`config.mk`:
```
export PLATFORM = sky130hd
export DESIGN_NAME = rls_iter_sequencer_flat
export DESIGN_NICKNAME = d
export VERILOG_FILES = /design/src/rtl/rls_pkg.sv /design/src/rtl/rls_iter_sequencer_if.sv /design/src/rtl/rls_watchdog.sv /design/src/rtl/rls_iter_sequencer.sv /design/src/flat_wrapper.sv
export SDC_FILE = /design/constraint.sdc
export NUM_CORES = 1
export LEC_CHECK = 0
export ABC_AREA = 1
export CORE_AREA = 2 2 435 437
export DETAILED_ROUTE_END_ITERATION = 16
export DIE_AREA = 0 0 437 439
export PLACE_DENSITY_LB_ADDON = 0.05
export SYNTH_ARGS = -nofsm -noshare
export SYNTH_HDL_FRONTEND = slang
export SYNTH_SLANG_ARGS = --single-unit
```
`constraint.sdc`:
```
create_clock -name clk -period 2.09 [get_ports clk]
set_clock_uncertainty 0.1 [all_clocks]
set_input_delay 0.418 -clock clk [delete_from_list [all_inputs] [get_ports clk]]
set_output_delay 0.418 -clock clk [all_outputs]
set_load 0.03 [all_outputs]
```
`src/rtl/rls_pkg.sv`:
```
// Shared constants, state encoding and sizing helpers for the RLS iteration sequencer.
// All sample data is Q16.16 fixed point.
package rls_pkg;

    localparam int WIDTH    = 32;
    localparam int SIZE     = 16;
    localparam int COMBSIZE = 4;
    localparam int FRAC     = 16;
    localparam int TIMEOUT  = 1024;
    localparam int CNTW     = 16;

    typedef enum logic [2:0] {
        ST_IDLE  = 3'd0,
        ST_RUN_K = 3'd1,
        ST_RUN_X = 3'd2,
        ST_RUN_P = 3'd3,
        ST_OUT   = 3'd4,
        ST_ERR   = 3'd5
    } state_t;

    function automatic int nchunk(input int size, input int combsize);
        return size / combsize;
    endfunction

    // Index width that stays at least one bit wide when there is a single chunk.
    function automatic int idx_w(input int n);
        return (n > 1) ? $clog2(n) : 1;
    endfunction

    localparam int NCHUNK = nchunk(SIZE, COMBSIZE);

endpackage

```
`src/rtl/rls_iter_sequencer_if.sv`:
```
// Sequencer-to-datapath bus: held sample plus the start/done handshake for each stage.
// A start is a one-cycle pulse; the matching done is honoured only in a later cycle of that stage.
interface rls_iter_sequencer_if #(
    parameter int WIDTH = 32,
    parameter int SIZE  = 16,
    parameter int XW    = 2
);

    logic [WIDTH*SIZE-1:0] a_reg;
    logic [WIDTH-1:0]      b_reg;
    logic                  k_start;
    logic                  k_done;
    logic                  x_start;
    logic                  x_done;
    logic [XW-1:0]         x_chunk;
    logic                  p_start;
    logic                  p_done;

    modport master (
        output a_reg, b_reg, k_start, x_start, x_chunk, p_start,
        input  k_done, x_done, p_done
    );

    modport slave (
        input  a_reg, b_reg, k_start, x_start, x_chunk, p_start,
        output k_done, x_done, p_done
    );

endinterface

```
`src/rtl/rls_watchdog.sv`:
```
// Stage watchdog: cleared when a start is issued, counts every cycle of the stage,
// and flags expiry in the cycle the count would reach TIMEOUT-1.
module rls_watchdog #(
    parameter int TIMEOUT = 1024
) (
    input  logic clk,
    input  logic reset,
    input  logic clear,
    input  logic enable,
    output logic expired
);

    localparam int CW = (TIMEOUT > 1) ? $clog2(TIMEOUT) : 1;
    localparam logic [CW-1:0] LIMIT = CW'(TIMEOUT - 2);

    logic [CW-1:0] cnt;

    always_ff @(posedge clk or negedge reset) begin
        if (!reset) begin
            cnt <= '0;
        end else if (clear) begin
            cnt <= '0;
        end else if (enable && !expired) begin
            cnt <= cnt + 1'b1;
        end
    end

    assign expired = enable && (cnt == LIMIT);

endmodule

```
`src/rtl/rls_iter_sequencer.sv`:
```
// Sequences one RLS iteration per sample: gain (k), chunked Updatex passes, P update,
// then a valid/ready result handshake. Per-stage watchdog drives a sticky error state.
module rls_iter_sequencer #(
    parameter int WIDTH    = rls_pkg::WIDTH,
    parameter int SIZE     = rls_pkg::SIZE,
    parameter int COMBSIZE = rls_pkg::COMBSIZE,
    parameter int TIMEOUT  = rls_pkg::TIMEOUT,
    parameter int CNTW     = rls_pkg::CNTW
) (
    input  logic                    clk,
    input  logic                    reset,
    input  logic                    in_valid,
    output logic                    in_ready,
    input  logic [WIDTH*SIZE-1:0]   a_in,
    input  logic [WIDTH-1:0]        b_in,
    rls_iter_sequencer_if.master    dp,
    output logic                    out_valid,
    input  logic                    out_ready,
    output logic [CNTW-1:0]         iter_count,
    output logic                    busy,
    output logic                    err,
    input  logic                    err_clr,
    output rls_pkg::state_t         dbg_state
);

    import rls_pkg::*;

    localparam int NCHUNK = SIZE / COMBSIZE;
    localparam int XW     = rls_pkg::idx_w(NCHUNK);
    localparam logic [XW-1:0] LAST_CHUNK = XW'(NCHUNK - 1);

    state_t state;
    logic   capture;
    logic   k_fire;
    logic   x_fire;
    logic   p_fire;
    logic   wd_clear;
    logic   wd_enable;
    logic   wd_expired;

    // A start register still high marks the start cycle, where a done is not yet honoured.
    assign capture   = (state == ST_IDLE)  && in_valid && in_ready;
    assign k_fire    = (state == ST_RUN_K) && !dp.k_start && dp.k_done;
    assign x_fire    = (state == ST_RUN_X) && !dp.x_start && dp.x_done;
    assign p_fire    = (state == ST_RUN_P) && !dp.p_start && dp.p_done;
    assign wd_clear  = capture || k_fire || x_fire;
    assign wd_enable = (state == ST_RUN_K) || (state == ST_RUN_X) || (state == ST_RUN_P);

    rls_watchdog #(.TIMEOUT(TIMEOUT)) u_watchdog (
        .clk     (clk),
        .reset   (reset),
        .clear   (wd_clear),
        .enable  (wd_enable),
        .expired (wd_expired)
    );

    always_ff @(posedge clk or negedge reset) begin
        if (!reset) begin
            state      <= ST_IDLE;
            in_ready   <= 1'b0;
            out_valid  <= 1'b0;
            iter_count <= '0;
            err        <= 1'b0;
            dp.a_reg   <= '0;
            dp.b_reg   <= '0;
            dp.k_start <= 1'b0;
            dp.x_start <= 1'b0;
            dp.p_start <= 1'b0;
            dp.x_chunk <= '0;
        end else begin
            dp.k_start <= 1'b0;
            dp.x_start <= 1'b0;
            dp.p_start <= 1'b0;
            case (state)
                ST_IDLE: begin
                    if (capture) begin
                        dp.a_reg   <= a_in;
                        dp.b_reg   <= b_in;
                        dp.k_start <= 1'b1;
                        in_ready   <= 1'b0;
                        state      <= ST_RUN_K;
                    end else begin
                        in_ready <= 1'b1;
                    end
                end
                ST_RUN_K: begin
                    if (k_fire) begin
                        dp.x_chunk <= '0;
                        dp.x_start <= 1'b1;
                        state      <= ST_RUN_X;
                    end else if (wd_expired) begin
                        err   <= 1'b1;
                        state <= ST_ERR;
                    end
                end
                ST_RUN_X: begin
                    if (x_fire) begin
                        if (dp.x_chunk == LAST_CHUNK) begin
                            dp.p_start <= 1'b1;
                            state      <= ST_RUN_P;
                        end else begin
                            dp.x_chunk <= dp.x_chunk + 1'b1;
                            dp.x_start <= 1'b1;
                        end
                    end else if (wd_expired) begin
                        err   <= 1'b1;
                        state <= ST_ERR;
                    end
                end
                ST_RUN_P: begin
                    if (p_fire) begin
                        out_valid <= 1'b1;
                        state     <= ST_OUT;
                    end else if (wd_expired) begin
                        err   <= 1'b1;
                        state <= ST_ERR;
                    end
                end
                ST_OUT: begin
                    if (out_ready) begin
                        out_valid  <= 1'b0;
                        iter_count <= iter_count + 1'b1;
                        in_ready   <= 1'b1;
                        state      <= ST_IDLE;
                    end
                end
                ST_ERR: begin
                    if (err_clr) begin
                        err      <= 1'b0;
                        in_ready <= 1'b1;
                        state    <= ST_IDLE;
                    end
                end
                default: state <= ST_IDLE;
            endcase
        end
    end

    assign busy      = (state != ST_IDLE);
    assign dbg_state = state;

endmodule
```
`src/flat_wrapper.sv`:
```
// flat-port wrapper written by rule: the top's interface ports become plain ports
module rls_iter_sequencer_flat import rls_pkg::*;
#(
    parameter int WIDTH    = rls_pkg::WIDTH,
    parameter int SIZE     = rls_pkg::SIZE,
    parameter int COMBSIZE = rls_pkg::COMBSIZE,
    parameter int TIMEOUT  = rls_pkg::TIMEOUT,
    parameter int CNTW     = rls_pkg::CNTW
)
  (clk, reset, in_valid, in_ready, a_in, b_in, out_valid, out_ready, iter_count, busy, err, err_clr, dbg_state, dp_a_reg, dp_b_reg, dp_k_start, dp_x_start, dp_x_chunk, dp_p_start, dp_k_done, dp_x_done, dp_p_done);
  rls_iter_sequencer_if #(.WIDTH(WIDTH), .SIZE(SIZE)) dp_i ();
  input  logic clk;
  input  logic reset;
  input  logic in_valid;
  output logic in_ready;
  input  logic [WIDTH*SIZE-1:0] a_in;
  input  logic [WIDTH-1:0] b_in;
  output logic out_valid;
  input  logic out_ready;
  output logic [CNTW-1:0] iter_count;
  output logic busy;
  output logic err;
  input  logic err_clr;
  output rls_pkg::state_t dbg_state;
  output wire logic [$bits(dp_i.a_reg)-1:0] dp_a_reg;
  output wire logic [$bits(dp_i.b_reg)-1:0] dp_b_reg;
  output wire logic [$bits(dp_i.k_start)-1:0] dp_k_start;
  output wire logic [$bits(dp_i.x_start)-1:0] dp_x_start;
  output wire logic [$bits(dp_i.x_chunk)-1:0] dp_x_chunk;
  output wire logic [$bits(dp_i.p_start)-1:0] dp_p_start;
  input wire logic [$bits(dp_i.k_done)-1:0] dp_k_done;
  input wire logic [$bits(dp_i.x_done)-1:0] dp_x_done;
  input wire logic [$bits(dp_i.p_done)-1:0] dp_p_done;
  assign dp_a_reg = dp_i.a_reg;
  assign dp_b_reg = dp_i.b_reg;
  assign dp_k_start = dp_i.k_start;
  assign dp_x_start = dp_i.x_start;
  assign dp_x_chunk = dp_i.x_chunk;
  assign dp_p_start = dp_i.p_start;
  assign dp_i.k_done = dp_k_done;
  assign dp_i.x_done = dp_x_done;
  assign dp_i.p_done = dp_p_done;
  rls_iter_sequencer #(.WIDTH(WIDTH), .SIZE(SIZE), .COMBSIZE(COMBSIZE), .TIMEOUT(TIMEOUT), .CNTW(CNTW)) u_core (.clk(clk), .reset(reset), .in_valid(in_valid), .in_ready(in_ready), .a_in(a_in), .b_in(b_in), .dp(dp_i), .out_valid(out_valid), .out_ready(out_ready), .iter_count(iter_count), .busy(busy), .err(err), .err_clr(err_clr), .dbg_state(dbg_state));
endmodule
```
# Yosys cells after proc, flatten, opt, wreduce, memory -nomap -nowiden
# Cells that the tools add are included.
# classes
n_addsub	3
n_mux	37
n_reduce_logical	32
eq_ne	18
# ops
cell	n
two-way mux 3 bit	8
two-way mux 10 bit	2
two-way mux 1 bit	18
case mux 3 bit (6 select lines)	1
adder 16 x 1 -> 16 bit, second input constant	1
!= test 2 bit, second input constant	6
adder 10 x 1 -> 10 bit, second input constant	1
equality test 10 bit, second input constant	1
logical AND 1 bit	10
!= test 2 x 1 -> 1 bit, second input constant	4
AND reduction 4 bit	2
equality test 3 x 2 -> 1 bit, second input constant	2
equality test 3 bit, second input constant	2
two-way mux 2 bit	3
AND reduction 3 bit	2
nonzero test 2 bit	3
nonzero test 3 bit	2
AND reduction 5 bit	1
logical NOT 1 bit	4
logical OR 1 bit	4
case mux 1 bit (2 select lines)	2
case mux 1 bit (4 select lines)	1
case mux 2 bit (2 select lines)	1
AND reduction 2 bit	2
7 further kinds	7
# word_totals
out_inout_bits	572
reg_bits	581

# Depth between registers and ports, before layout
# logic_depth
ltp_word	8
depth_mapped	10
mapped_depth_nobuf	10

# By module
# A second synthesis with hierarchy kept.
# unflattened
cells_unflattened	1436
hier_area_um2	22629.2
# modules_own_cells
mod	n_inst	cells_each	area_each_um2
rls_iter_sequencer	1	1349	21949.8
rls_watchdog	1	87	679.4

# Worst setup path after synthesis
# No wires, ideal clock.
# synth_path
path_kind	register to register
start	reg u_core.state[2], in the netlist u_core.dbg_state[2]
end	reg u_core.dp.a_reg[320]
synth_period_minus_slack_ns	1.743
path_slack_ns	0.347
path_stages_with_launch	10
n_path_buf	4
t_arrival_ns	1.526
cell_sequence	dfrtp_1 -> buf_2 -> inv_2 -> nand3_2 -> inv_2 -> buf_4 -> buf_4 -> buf_2 -> nand2_1 -> nand2_1
# synth_between
elab_chain_len	4
# synth_lines
element	line	rtl
start, declared	rls_iter_sequencer.sv:32	state_t state;
start signal, assigned	rls_iter_sequencer.sv:59	state <= ST_IDLE;
start signal, assigned	rls_iter_sequencer.sv:81	state <= ST_RUN_K;
start signal, assigned	rls_iter_sequencer.sv:90	state <= ST_RUN_X;
logical NOT 3 bit (*)	rls_iter_sequencer.sv:42, rls_iter_sequencer.sv:74	
logical AND 1 bit (2 in a row)	rls_iter_sequencer.sv:42	assign capture = (state == ST_IDLE) && in_valid && in_ready;
AND reduction 2 bit (no line) (*)	n/a	
end signal, assigned	rls_iter_sequencer.sv:77	dp.a_reg <= a_in;
end, declared	rls_iter_sequencer_if.sv:20	output a_reg, b_reg, k_start, x_start, x_chunk, p_start,
# Mark *: on every way between the ends. The rest lies on a longest branch, timed or not.
# A chain may end at the register's enable or synchronous reset.

# Worst setup path in the final report
# layout_path
start	reg u_core.state[0], in the netlist u_core.dbg_state[0]
end	out busy
# layout_between
elab_chain_len	1
# layout_lines
element	line	rtl
nonzero test 3 bit	rls_iter_sequencer.sv:139	assign busy = (state != ST_IDLE);
end, declared	flat_wrapper.sv:21	output logic busy;
# Every way passes these cells.

==> results.py <==
metrics = {
    "synth": {
        "synth_area_leader_cell": "dfrtp_1",
        "avgSynthCellArea_um2": 8.631,
        "yosysSeqAreaShare_pct": 64.74,
        "yosysMostFrequentCell": "nand2_1",
        "synth_cells": 2602,
        "ys_warn_count": 0,
        "synth.top_cell.area_share_pct": 64.74,
        "synthTopCellsByCount": "1,734 x nand2_1, 581 x dfrtp_1, 73 x buf_2",
        "synthDistinctLibCells": 27,
        "syn_nets": 3158,
        "synth-main-ff-cell": "dfrtp_1",
        "synth-edff-count": 0,
        "async_flop_share_pct": 100.0,
        "synth_area_leaders": "dfrtp_1 65%, nand2_1 29%, buf_2 1.6%",
        "ys_ff_latch": 581,
        "synthesis.area_um2": 22460,
    },
    "cts": {
        "clock_latency_ps": 720,
        "cts_buffer_depth": 3,
        "h-tree-depth": 3,
        "numCtsBuffers": 86,
        "cts.sinks": 581,
        "tritoncts": "built",
        "clk_pin_slew_worst_paths_ps": 70,
        "cts_root_buf": "clkbuf_16",
    },
    "global_route": {
        "grt_pass1_vias": 22660,
        "grt_max_degree": 67,
        "grt_usage_pct": 13.50,
        "antenna_found_initial": 47,
        "grt_pass1_wl_um": 183400,
        "grt-ovfl-total": 0,
    },
    "critical_path": {
        "reg2reg_depth": 9,
        "worst_setup_path_end_kind": "output pin",
        "r2r_setup_slack_ps": 290,
        "arrival_ps": 1570,
        "cp-start-kind": "flop",
        "r2r-start": "u_core.dbg_state[0]",
        "critical_path_class": "flop to output pin",
        "crit_required_ps": 1570,
        "cp_max_fo": 2,
        "r2r_end": "u_core.dp.a_reg[136]",
    },
    "sta": {
        "period_share_pct": 99.73,
        "fmax_mhz": 479.7,
        "fin_crit_ps": 2084,
        "fin_tns_setup_ps": 0,
        "fin_ws_ps": 5.552,
        "slew_headroom_pct": 62.81,
        "setup_viol": 0,
        "slew_violations": 0,
        "worst_pin_slew_ps": 557.9,
        "rsz0062_at_grt": "yes",
        "finalHoldViolations": 0,
    },
    "power_and_ir_drop": {
        "p_seq_share_pct": 28.7,
        "power_w": 0.06671,
        "comb_power_share_pct": 49.4,
        "p_sw_w": 0.03046,
        "vdd_drop_max_mv": 0.5879,
        "power_density_nw_per_um2": 1634,
        "leakage_nw": 19.92,
        "switching_share_pct": 45.66,
        "pwr-share-clk_pct": 21.9,
        "p_int_w": 0.03625,
    },
    "floorplanning": {
        "start_util_pct": 12.01,
        "dieArea_um2": 191800,
        "pin_count": 1124,
        "design.core.area_um2": 187000,
        "die_w_um": 437,
        "num_rows": 159,
        "die_h_um": 439,
    },
    "place": {
        "portBuffers": 1123,
        "place_area_um2": 37980,
        "place_ws_ps": -68.77,
        "routabilityCongestion": 0.7658,
        "dp.cells": 6238,
        "place_hpwl_um": 103800,
    },
    "drt": {
        "drc": 0,
        "firstDrtPassIters": 5,
        "vias": 21130,
        "wl_um": 133100,
        "drt-wirelength-per-cell_um": 20.76,
        "drt_iter0_markers": 791,
        "ant_nets": 0,
        "routed_via_density": 3.295,
    },
    "cells_and_area": {
        "final_cells": 6413,
        "drive_gt1_share_pct": 14.51,
        "final_cell_area_um2": 40830,
        "nFillCells": 20670,
        "fin_nets": 4391,
        "largest_reg_flops": 512,
        "area_delta_synth_final_pct": 81.82,
    },
    "outcome": {
        "status": "finished, final reports clean",
    },
    "worst_hold_path": {
        "hold_start": "a_in[206]",
        "hold-path-endpoint": "u_core.dp.a_reg[206]",
        "hold_depth": 3,
        "min_path_type": "input port to flop",
    },
    "flow_run": {
        "drv_cap": 0,
    },
}
==> area by class of cell <==
type | count | area [um^2] | area share (%)
diodes | 16 | 40.04 | 0.09806
clock buffers | 138 | 2582 | 6.325
clock inverters | 17 | 158.9 | 0.3892
inverters | 40 | 157.7 | 0.3861
multi-input cells | 1860 | 7231 | 17.71
flip-flops and latches | 581 | 14540 | 35.61
well taps | 2495 | 3122 | 7.645
repair buffers | 1266 | 13000 | 31.84
==> how the worst max path moves through the flow <==
stage,startpoint,endpoint,slack [ps],depth (start not counted)
2_1_floorplan,u_core.dbg_state[2],u_core.dp.a_reg[320],350,9
3_3_place_gp,in_valid,u_core.dp.a_reg[171],-70,10
3_5_place_dp,in_valid,u_core.dp.a_reg[136],-70,10
4_1_cts,u_core.dbg_state[1],busy,-140,5
5_1_grt,u_core.dbg_state[0],busy,-120,5
6_report,u_core.dbg_state[0],busy,6,5
==> metal layers <==
layer  global-route usage, %  up-vias  part of all wire (%)
met1                   14.23     9871                    37
li1                        -    10380                     -
met2                   24.56      654                    53
met3                   4.167      204                   6.5
met5                       0        -                 0.094
met4                   5.951       22                   3.3
==> power by group through the flow <==
stage	sequential [W]	combinational [W]	clock, W
2_1_floorplan	0.0288	0.00742	0
3_5_place_dp	0.0193	0.0361	0
4_1_cts	0.0192	0.0340	0.0155
3_3_place_gp	0.0194	0.0363	0
5_1_grt	0.0198	0.0356	0.0159
6_report	0.0191	0.0330	0.0146
==> logic make-up (layout without fill, tap and decap cells) <==
| kind of cell | Yosys count | in the layout | synth area share (%) |
|---|---|---|---|
| DFF | 581 | 581 | 64.74 |
| AOI/OAI and AO/OA | 20 | 20 | 0.5126 |
| buffers and inverters | 161 | 1461 | 3.131 |
| adders and majority gates | 4 | 4 | 0.2229 |
| other | 0 | 16 | 0 |
| and+or+nand+nor | 1823 | 1823 | 30.89 |
| xor gates and xnor gates | 13 | 13 | 0.5070 |
==> placed cells by master, fill, tap and decap left out, types with 8 or more instances in the layout <==
master           Yosys  layout
clkinv_2             0      10
nor2_1              45      44
o21ai_0             14      14
buf_4                2     102
dfrtp_1            581     581
clkdlybuf4s15_2      0     246
dlygate4sd2_1        0     159
nand2_1           1734    1734
clkbuf_1            36      33
clkbuf_16            0      90
xor2_1               8       8
diode_2              0      16
buf_12               0      56
inv_1               37      35
clkbuf_8             0      15
buf_2               73      19
nand3_1             25      25
clkdlybuf4s15_1      0     126
clkdlybuf4s50_1      0     550
==> worst max-delay path, stage by stage, from the launching register on <==
cell,delay (ps)
dfrtp_1,400
nor2_4,140
inv_2,50
nor2_4,80
inv_2,50
buf_6,140
==> per-stage QoR <==
step | utilization [%] | hold slack, ps
floorplan | - | 22.41
global placement | 20.31 | 276.9
detailed placement | 20.31 | 278.5
CTS | 21.81 | 23.45
global route | 21.83 | 72.53
finish | 21.83 | 139.9
==> what timing repair did <==
item / in CTS / in global routing
hold buffers: 1 / 0
endpoints found under the setup margin: 555 / 4
gates resized for setup: 1256 / 4
setup buffers: 2 / 1
hold endpoints to repair: 455 / 0
cloned: 0 / 0
pin swaps: 2 / 2
Power figures use the tool's default switching activity.
